File: src/rtl/m_dram_arbiter.sv
`default_nettype none
// -----------------------------------------------------------------------------
// m_dram_arbiter: round-robin N-port arbiter onto one DRAM port, with lock and timeout
// Revision 1.0
// -----------------------------------------------------------------------------
module m_dram_arbiter #(
  parameter int NPORT = 2,
  parameter int AW    = 32,
  parameter int DW    = 32,
  parameter int TMO   = 1024
) (
  input  logic                CLK,
  input  logic                RST,
  input  logic [NPORT-1:0]    req_valid,
  input  logic [NPORT*AW-1:0] req_addr,
  input  logic [NPORT*DW-1:0] req_wdata,
  input  logic [NPORT-1:0]    req_we,
  input  logic [NPORT*3-1:0]  req_ctrl,
  input  logic [NPORT-1:0]    req_lock,
  output logic [NPORT-1:0]    req_grant,
  output logic [NPORT-1:0]    rsp_valid,
  output logic                rsp_err,
  output logic [DW-1:0]       rsp_data,
  output logic [AW-1:0]       w_dram_addr,
  output logic [DW-1:0]       w_dram_wdata,
  output logic                w_dram_we_t,
  output logic [2:0]          w_dram_ctrl,
  output logic                w_dram_le,
  input  logic                w_dram_busy,
  input  logic [DW-1:0]       w_dram_odata
);

  localparam int PW = (NPORT > 1) ? $clog2(NPORT) : 1;
  localparam int CW = (TMO > 0) ? $clog2(TMO + 1) : 1;

  typedef enum logic [1:0] {
    S_IDLE  = 2'd0,
    S_ISSUE = 2'd1,
    S_WAIT  = 2'd2,
    S_RESP  = 2'd3
  } state_t;

  state_t            state_q, state_d;
  logic [PW-1:0]     rr_q, rr_d;
  logic              lock_vld_q, lock_vld_d;
  logic [PW-1:0]     lock_own_q, lock_own_d;
  logic [PW-1:0]     own_q, own_d;
  logic [AW-1:0]     addr_q, addr_d;
  logic [DW-1:0]     wdata_q, wdata_d;
  logic              we_q, we_d;
  logic [2:0]        ctrl_q, ctrl_d;
  logic              lkbit_q, lkbit_d;
  logic [CW-1:0]     cnt_q, cnt_d;
  logic              le_q, le_d;
  logic [NPORT-1:0]  rsp_valid_q, rsp_valid_d;
  logic              rsp_err_q, rsp_err_d;
  logic [DW-1:0]     rsp_data_q, rsp_data_d;

  logic              w_win_vld;
  logic [PW-1:0]     w_win_idx;
  logic [PW:0]       w_sum;
  logic [PW-1:0]     w_idx;
  logic [NPORT-1:0]  w_win_oh;
  logic [NPORT-1:0]  w_own_oh;

  // Upward scan from rr_q, wrapping at NPORT; a held lock masks all other ports.
  always_comb begin
    w_win_vld = 1'b0;
    w_win_idx = '0;
    w_sum     = '0;
    w_idx     = '0;
    for (int k = 0; k < NPORT; k++) begin
      w_sum = {1'b0, rr_q} + (PW+1)'(k);
      if (w_sum >= (PW+1)'(NPORT)) begin
        w_sum = w_sum - (PW+1)'(NPORT);
      end
      w_idx = w_sum[PW-1:0];
      if (!w_win_vld && req_valid[w_idx] && (!lock_vld_q || (lock_own_q == w_idx))) begin
        w_win_vld = 1'b1;
        w_win_idx = w_idx;
      end
    end
  end

  always_comb begin
    w_win_oh = '0;
    w_own_oh = '0;
    for (int i = 0; i < NPORT; i++) begin
      w_win_oh[i] = (w_win_idx == PW'(i));
      w_own_oh[i] = (own_q == PW'(i));
    end
  end

  always_comb begin
    state_d     = state_q;
    rr_d        = rr_q;
    lock_vld_d  = lock_vld_q;
    lock_own_d  = lock_own_q;
    own_d       = own_q;
    addr_d      = addr_q;
    wdata_d     = wdata_q;
    we_d        = we_q;
    ctrl_d      = ctrl_q;
    lkbit_d     = lkbit_q;
    cnt_d       = cnt_q;
    le_d        = 1'b0;
    rsp_valid_d = '0;
    rsp_err_d   = 1'b0;
    rsp_data_d  = rsp_data_q;
    case (state_q)
      S_IDLE: begin
        if (w_win_vld) begin
          state_d = S_ISSUE;
          own_d   = w_win_idx;
          addr_d  = req_addr[int'(w_win_idx)*AW +: AW];
          wdata_d = req_wdata[int'(w_win_idx)*DW +: DW];
          we_d    = req_we[w_win_idx];
          ctrl_d  = req_ctrl[int'(w_win_idx)*3 +: 3];
          lkbit_d = req_lock[w_win_idx];
          le_d    = 1'b1;
        end
      end
      S_ISSUE: begin
        state_d = S_WAIT;
        cnt_d   = '0;
      end
      S_WAIT: begin
        cnt_d = (cnt_q == '1) ? cnt_q : cnt_q + 1'b1;
        // cnt_q == 0 marks the first WAIT cycle, where busy has not risen yet.
        if ((cnt_q != '0) && !w_dram_busy) begin
          state_d     = S_RESP;
          rsp_valid_d = w_own_oh;
          rsp_data_d  = w_dram_odata;
        end else if ((TMO > 0) && (cnt_q == CW'(TMO - 1))) begin
          state_d     = S_RESP;
          rsp_valid_d = w_own_oh;
          rsp_err_d   = 1'b1;
          rsp_data_d  = '0;
        end
      end
      S_RESP: begin
        state_d    = S_IDLE;
        rr_d       = (own_q == PW'(NPORT - 1)) ? '0 : own_q + 1'b1;
        lock_vld_d = lkbit_q && !rsp_err_q;
        lock_own_d = own_q;
      end
      default: state_d = S_IDLE;
    endcase
  end

  always_ff @(posedge CLK or posedge RST) begin
    if (RST) begin
      state_q     <= S_IDLE;
      rr_q        <= '0;
      lock_vld_q  <= 1'b0;
      lock_own_q  <= '0;
      own_q       <= '0;
      addr_q      <= '0;
      wdata_q     <= '0;
      we_q        <= 1'b0;
      ctrl_q      <= '0;
      lkbit_q     <= 1'b0;
      cnt_q       <= '0;
      le_q        <= 1'b0;
      rsp_valid_q <= '0;
      rsp_err_q   <= 1'b0;
      rsp_data_q  <= '0;
    end else begin
      state_q     <= state_d;
      rr_q        <= rr_d;
      lock_vld_q  <= lock_vld_d;
      lock_own_q  <= lock_own_d;
      own_q       <= own_d;
      addr_q      <= addr_d;
      wdata_q     <= wdata_d;
      we_q        <= we_d;
      ctrl_q      <= ctrl_d;
      lkbit_q     <= lkbit_d;
      cnt_q       <= cnt_d;
      le_q        <= le_d;
      rsp_valid_q <= rsp_valid_d;
      rsp_err_q   <= rsp_err_d;
      rsp_data_q  <= rsp_data_d;
    end
  end

  assign req_grant    = (state_q == S_IDLE && w_win_vld && !RST) ? w_win_oh : '0;
  assign rsp_valid    = rsp_valid_q;
  assign rsp_err      = rsp_err_q;
  assign rsp_data     = rsp_data_q;
  assign w_dram_addr  = addr_q;
  assign w_dram_wdata = wdata_q;
  assign w_dram_we_t  = we_q;
  assign w_dram_ctrl  = ctrl_q;
  assign w_dram_le    = le_q;

endmodule
`default_nettype wire
File: config.mk
export PLATFORM = sky130hd
export DESIGN_NAME = m_dram_arbiter
export DESIGN_NICKNAME = d
export VERILOG_FILES = /design/src/rtl/m_dram_arbiter.sv
export SDC_FILE = /design/constraint.sdc
export NUM_CORES = 1
export LEC_CHECK = 0
export CORE_MARGIN = 10
export CORE_UTILIZATION = 36
export DETAILED_ROUTE_END_ITERATION = 8
export PLACE_DENSITY = 0.85
export SLEW_MARGIN = 10
export SYNTH_ARGS = -nofsm -noshare
export SYNTH_HDL_FRONTEND = slang
export SYNTH_SLANG_ARGS = --single-unit
File: constraint.sdc
create_clock -name CLK -period 3.9 [get_ports CLK]
set_input_delay 0.585 -clock CLK [delete_from_list [all_inputs] [get_ports CLK]]
set_output_delay 0.585 -clock CLK [all_outputs]
set_load 0.005 [all_outputs]
Yosys cells after proc, flatten, opt, wreduce, memory -nomap -nowiden
Index checks and enable logic that the tools add are counted.
{"block": "totals", "reg_bits": 122, "inputBits": 175, "output_inout_bits": 106, "elab_cells": 95}
{"block": "op_classes", "addsub": 5, "multipliers": 1, "n_lt_le_gt_ge": 5, "n_eq_ne": 10, "shift": 3, "muxes": 32, "n_bitwise": 2, "n_reduce_logical": 22}
{"cell": "$shiftx 64x7->32", "n": 2}
{"cell": "$mux 32", "n": 2}
{"cell": "$pmux 11 s2", "n": 1}
{"cell": "$mux 1", "n": 20}
{"cell": "$mux 2", "n": 7}
{"cell": "$add 11x1->11 const B", "n": 1}
{"cell": "$eq 11x10->1 const B", "n": 1}
{"cell": "$eq 11x11->1 const B", "n": 1}
{"cell": "$mux 11", "n": 1}
{"cell": "$reduce_bool 11->1", "n": 1}
{"cell": "$pmux 2 s4", "n": 1}
{"cell": "$reduce_and 2->1", "n": 4}
{"cell": "$logic_and 1x1->1", "n": 7}
{"cell": "$lt 1x2->1 const B", "n": 3}
{"cell": "$shiftx 6x4->3", "n": 1}
{"cell": "$logic_not 1->1", "n": 5}
{"cell": "$eq 2x2->1 const B", "n": 2}
{"cell": "$ne 2x2->1 const B", "n": 2}
{"cell": "$reduce_bool 2->1", "n": 2}
{"cell": "$mul 1x2->3 const B", "n": 1}
{"cell": "$ne 3x3->1 const B", "n": 1}
{"cell": "$add 1x1->2 const B", "n": 1}
{"cell": "$eq 1x1->1", "n": 2}
{"cell": "$eq 2x1->1 const B", "n": 1}
{"cell": "7 further kinds", "n": 10}

Depth between registers and ports, before layout
{"block": "depth", "ltp_word": 13, "depth_mapped": 8, "ltp_nobuf": 7}

Worst setup path before layout
No wires, ideal clock.
{"block": "synth_path", "kind": "in2out", "start": "input port RST", "end": "output port req_grant[0]", "t_arrival_ps": 3577, "t_required_ps": 3315, "setup_slack_ps": -262, "path_stages": 2, "n_path_buf": 0, "path_cell_list": "inv_1 and3_1"}
{"block": "synth_via", "elab_chain_cells": 3}
{"item": "start, declared", "line": "13", "source": "input logic RST,"}
{"item": "$logic_not 1->1", "line": "187", "source": "assign req_grant = (state_q == S_IDLE && w_win_vld && !RST) ? w_win_oh : '0;"}
{"item": "$logic_and 1x1->1", "line": "187"}
{"item": "$mux 2", "line": "187"}
{"item": "end, declared", "line": "20", "source": "output logic [NPORT-1:0] req_grant,"}
Every way passes these cells.

Final worst setup path
{"block": "layout_path", "start": "input port req_valid[1]", "end": "output port req_grant[0]"}
{"block": "layout_via", "elab_chain_cells": 11, "elab_cells_between_ends": 16, "cone_classes": "9 x mux; 1 x bitwise; 6 x reduce/logical"}
{"item": "start, declared", "line": "14", "source": "input logic [NPORT-1:0] req_valid,"}
{"item": "$mux 1 (implied by the code) (2 in a row)", "line": "78", "source": "if (!w_win_vld && req_valid[w_idx] && (!lock_vld_q || (lock_own_q == w_idx))) begin"}
{"item": "$logic_and 1x1->1", "line": "78"}
{"item": "$mux 1", "line": "78"}
{"item": "$logic_not 1->1", "line": "78"}
{"item": "$logic_and 1x1->1 (2 in a row)", "line": "78"}
{"item": "$mux 1", "line": "78"}
{"item": "$logic_and 1x1->1 (2 in a row)", "line": "187"}
{"item": "$mux 2 (*)", "line": "187"}
Every way passes the cells marked *; elsewhere a longest branch is shown, timed or not. The select of a mux whose other input is x is not followed.

==> results.md <==
- After synthesis, the most frequently instantiated cells are 122 x sky130_fd_sc_hd__dfrtp_1, 79 x sky130_fd_sc_hd__nor2_1, 72 x sky130_fd_sc_hd__a21oi_1, 70 x sky130_fd_sc_hd__mux2i_1, 32 x sky130_fd_sc_hd__a22o_1.
- The post-layout worst setup margin is 1040 ps.
- Counting the buffers created by CTS gives 17.
- The data arrival time of the worst path is 2280 ps.
- The number of placement rows is 45.
- The signal on the critical path passes through clkdlybuf4s50_1 -> o21a_1 -> o221a_4 -> and3_1 -> clkdlybuf4s50_1.
- For this design, the sink count on the clock tree is 122.
- The number of gates resized after CTS is 0.
- Synthesis produced a netlist with a net count of 673.
- The top fanout value on the critical path is 3.
- At the later pin of the worst-skew pair, clock insertion delay measures 420 ps.
- The initial antenna violation count was 0.
- The aggregate negative setup slack is 0 ps.
- The floorplan die height is 143 um.
- Setup repair after global routing left no endpoint under its margin.
- The signed area change from the synthesized netlist to the final layout is 63.8%.
- Counting cells, the worst reg-to-reg path comes to 7.
- The hold violation total from the final report came to 0.
- On the worst path, the slowest cell contributes a delay of 550 ps.
- The worst register-to-register path ends at w_dram_wdata[21].
- The worst setup path startpoint is req_valid[1].
- Sorting the synthesized cells by area gives the leading types as sky130_fd_sc_hd__dfrtp_1 56%, sky130_fd_sc_hd__mux2i_1 13%, sky130_fd_sc_hd__a21oi_1 6.6%, sky130_fd_sc_hd__nor2_1 5.4%, sky130_fd_sc_hd__a22o_1 5.1%.
- Between clock sinks in the finished design, the worst skew comes to 9.06 ps.
- The total track usage is 17.0%.
- Once layout is done, the placed cells without fillers occupy 8970 um2.
- The synthesized design contains 0 enable-type register cells.
- The share of Yosys cell area claimed by the top area cell type is 55.7%.
- The placed instance count is 933.
- Once detail routing completed, the nets flagged for antenna violations numbered 0.
- The time the final worst path needs with I/O delays and setup is 2860 ps.
- TritonCTS built the clock tree.
- Wires add up to 18100 um.
- Sequential cells were found to cover 55.7% of the synthesized design area.
- The longest clock path from root to sink contains 2 buffers.
- Based on the critical path, the design can be clocked at up to 0.349 GHz.
- The number of antenna diodes in the final layout is 0.
- At the worst endpoint, the required time is 3310 ps.
- The I/O pin count is 281.
- The path class of the tightest hold or removal check is reg2reg.
- For this run, design rule violations remaining after detail routing come to 0.
- The total global routing overflow is 0.
- The setup slack of the worst register-to-register path is 1320 ps.
- For this block, the via count after detailed routing is 4763.
- The total core area is 15000 um2.
- Measured along the x axis, the die boundary spans 143 um.
- The first global-routing pass estimated 27000 um of wire.
- The slowest stage of the critical path belongs to the cell sky130_fd_sc_hd__clkdlybuf4s50_1.
- Of the available clock period, the critical path in the final layout requires 73.4%.
- After layout, the design draws a total of 0.00654 W.
- Entering global routing, the biggest net connects 99 pins.
- The via count of the first global-routing pass was 4950.
- The number of instances in the synthesized netlist is 492.
- The floorplan die area is 20500 um2.
- The worst register-to-register path begins at state_q[0].
- For this design the static power due to leakage is 4.02 nW.
- The final layout contains 945 nets.
- Yosys instantiated no cell more often than sky130_fd_sc_hd__dfrtp_1.
- The first-iteration detailed-routing DRC count is 263.
- The pre-CTS setup slack is 839 ps.
- The tool flagged a number of max-cap violations equal to 0.
- The fraction of layout cells with a size suffix above 1 is 6.44%.
- Once the floorplan was initialized, standard cells occupied 36.4% of the core.
- The number of iterations in the first detailed-routing pass is 4.
- At the pin with the least slew margin, the transition time is 895 ps.
- The placed wire-length estimate is 13700 um.
- The clock-pin slew reported for the worst setup and hold paths after clock tree synthesis is 60 ps.
- The total power divided by cell area is 729 nW/um2.
- The warning count from the yosys run is 0.
- The count of different cell masters after synthesis is 44.
- A synthesized cell averages 11.1 um2.
- STA classifies the critical path endpoint as an output port.
- The path with the worst hold slack has its endpoint at rsp_data[3].
- In this run the most critical hold path is launched from rsp_data[3].
- The cell type with the largest total area after synthesis is sky130_fd_sc_hd__dfrtp_1.
- The root buffer cell is sky130_fd_sc_hd__clkbuf_16.
- IR analysis of the VDD net gives a maximum drop of 0.419 mV.
- The number of vias per cell is 4.94.
- The share of synthesized registers carrying an async set or reset is 100%.
- During placement, the flow inserted port buffers numbering 280.
- The final estimated routing congestion in global placement is 0.761.
- The detailed-route wire length per cell is 18.8 um.
- The worst setup path is of the in2out kind.
- STA classifies the critical path startpoint as a primary input.
- The total of hold buffers inserted after clock tree synthesis is 0.
- The worst slew slack as a fraction of its limit is 40.3%.
- The cell repeated most along the worst path is sky130_fd_sc_hd__clkdlybuf4s50_1.
- The filler-free cell count of the finished design is 965.
- The top flip-flop cell by instance count after synthesis is sky130_fd_sc_hd__dfrtp_1.
- The post-detailed-placement cell area is 8390 um2.
- Along the worst hold path, the cell count comes to 1.
- The cell area after synthesis is 5480 um2.
- Setup violations remaining at the end of the flow were counted as 0.
- The register bit total from synthesis is 122.
- The H-tree was split into 4 levels.
- The post-CTS setup repair buffer count is 0.
- The number of pins exceeding their max-slew limit in the final report came to 0.
- The flow ran to the end, and the final reports show no timing, DRC or antenna violations.
-- registers in the layout, summed over array words and instances, names as in the netlist --
| signal | count |
|---|---|
| state_q | 2 |
| w_dram_le | 1 |
| w_dram_we_t | 1 |
| w_dram_ctrl | 3 |
| rsp_data | 32 |
| w_dram_wdata | 32 |
| rsp_valid | 2 |
| lkbit_q | 1 |
| rsp_err | 1 |
| rr_q | 1 |
| lock_own_q | 1 |
| cnt_q | 11 |
| own_q | 1 |
| lock_vld_q | 1 |
| w_dram_addr | 32 |
-- cell usage in the layout, fill, tap and decap left out, types with 2 or more instances in the layout --
cell	instances
sky130_fd_sc_hd__clkdlybuf4s50_1	280
sky130_fd_sc_hd__dfrtp_1	122
sky130_fd_sc_hd__nor2_1	79
sky130_fd_sc_hd__a21oi_1	72
sky130_fd_sc_hd__mux2i_1	70
sky130_fd_sc_hd__a22o_1	32
sky130_fd_sc_hd__clkbuf_16	17
sky130_fd_sc_hd__nand2_1	8
sky130_fd_sc_hd__inv_1	8
sky130_fd_sc_hd__buf_4	8
sky130_fd_sc_hd__clkinvlp_4	6
sky130_fd_sc_hd__ha_1	6
sky130_fd_sc_hd__a31oi_1	5
sky130_fd_sc_hd__o21ai_0	5
sky130_fd_sc_hd__a21o_1	5
sky130_fd_sc_hd__xor2_1	5
sky130_fd_sc_hd__nand3_1	4
sky130_fd_sc_hd__nor3_1	4
sky130_fd_sc_hd__nor3b_1	4
sky130_fd_sc_hd__clkinv_2	4
sky130_fd_sc_hd__clkinv_4	3
sky130_fd_sc_hd__o22ai_1	2
sky130_fd_sc_hd__nand2b_1	2
sky130_fd_sc_hd__mux2_2	2
sky130_fd_sc_hd__bufinv_16	2
-- final cells by class --
cell class / instances / area [um2]
clock buffers: 17 / 425
fillers: 1257 / 6060
repair buffers: 288 / 2860
well taps: 188 / 235
flip-flops and latches: 122 / 3050
clock inverters: 15 / 153
inverters: 9 / 37.5
multi-input cells: 326 / 2200
-- worst max-delay path, delay by kind of cell --
kind | cells | cell delay (ps)
compound gates | 2 | 450
simple gates | 1 | 180
buf+inv | 2 | 1060
-- metal layers --
layer / wire length (um) / GRT usage, % / vias to the layer above / part of all wire [%]
met5: 0 / 0 / - / 0
met2: 9500 / 29.5 / 152 / 53
met3: 1320 / 6.37 / 21 / 7.3
met4: 256 / 5.53 / 0 / 1.4
li1: - / - / 2295 / -
met1: 7020 / 18.9 / 2295 / 39
-- logic make-up (layout without fill, tap and decap cells) --
group / Yosys count / count (layout) / synth area share (%)
adder cells (fa/ha/maj): 6 / 6 / 1.37
XOR/XNOR: 5 / 5 / 0.800
AO/OA/AOI/OAI: 129 / 129 / 14.9
multiplexers: 73 / 73 / 13.4
AND/OR/NAND/NOR: 113 / 113 / 9.48
flip-flops: 122 / 122 / 55.7
buffers and inverters: 44 / 329 / 4.32
-- how the worst max path moves through the flow --
stage / to / slack, ps / cells after the start
after floorplan: req_grant[0] / 540 / 2
after global placement: lkbit_q / 910 / 7
after detailed placement: w_dram_wdata[15] / 840 / 6
after CTS: req_grant[0] / 1000 / 5
after global routing: req_grant[0] / 930 / 5
final: req_grant[0] / 1040 / 5
-- through the flow --
step / utilization (%) / hold slack [ps]
detailed placement: 55.8 / 480
global route: 59.7 / 509
floorplan: - / 440
finish: 59.7 / 496
CTS: 59.7 / 498
global placement: 55.8 / 468
-- power by group --
group,switching [W],internal [W]
clock network,0.000593,0.000937
logic,0.00123,0.00162
registers,0.000326,0.00183
Note: power is estimated with default switching activity, not from simulation.
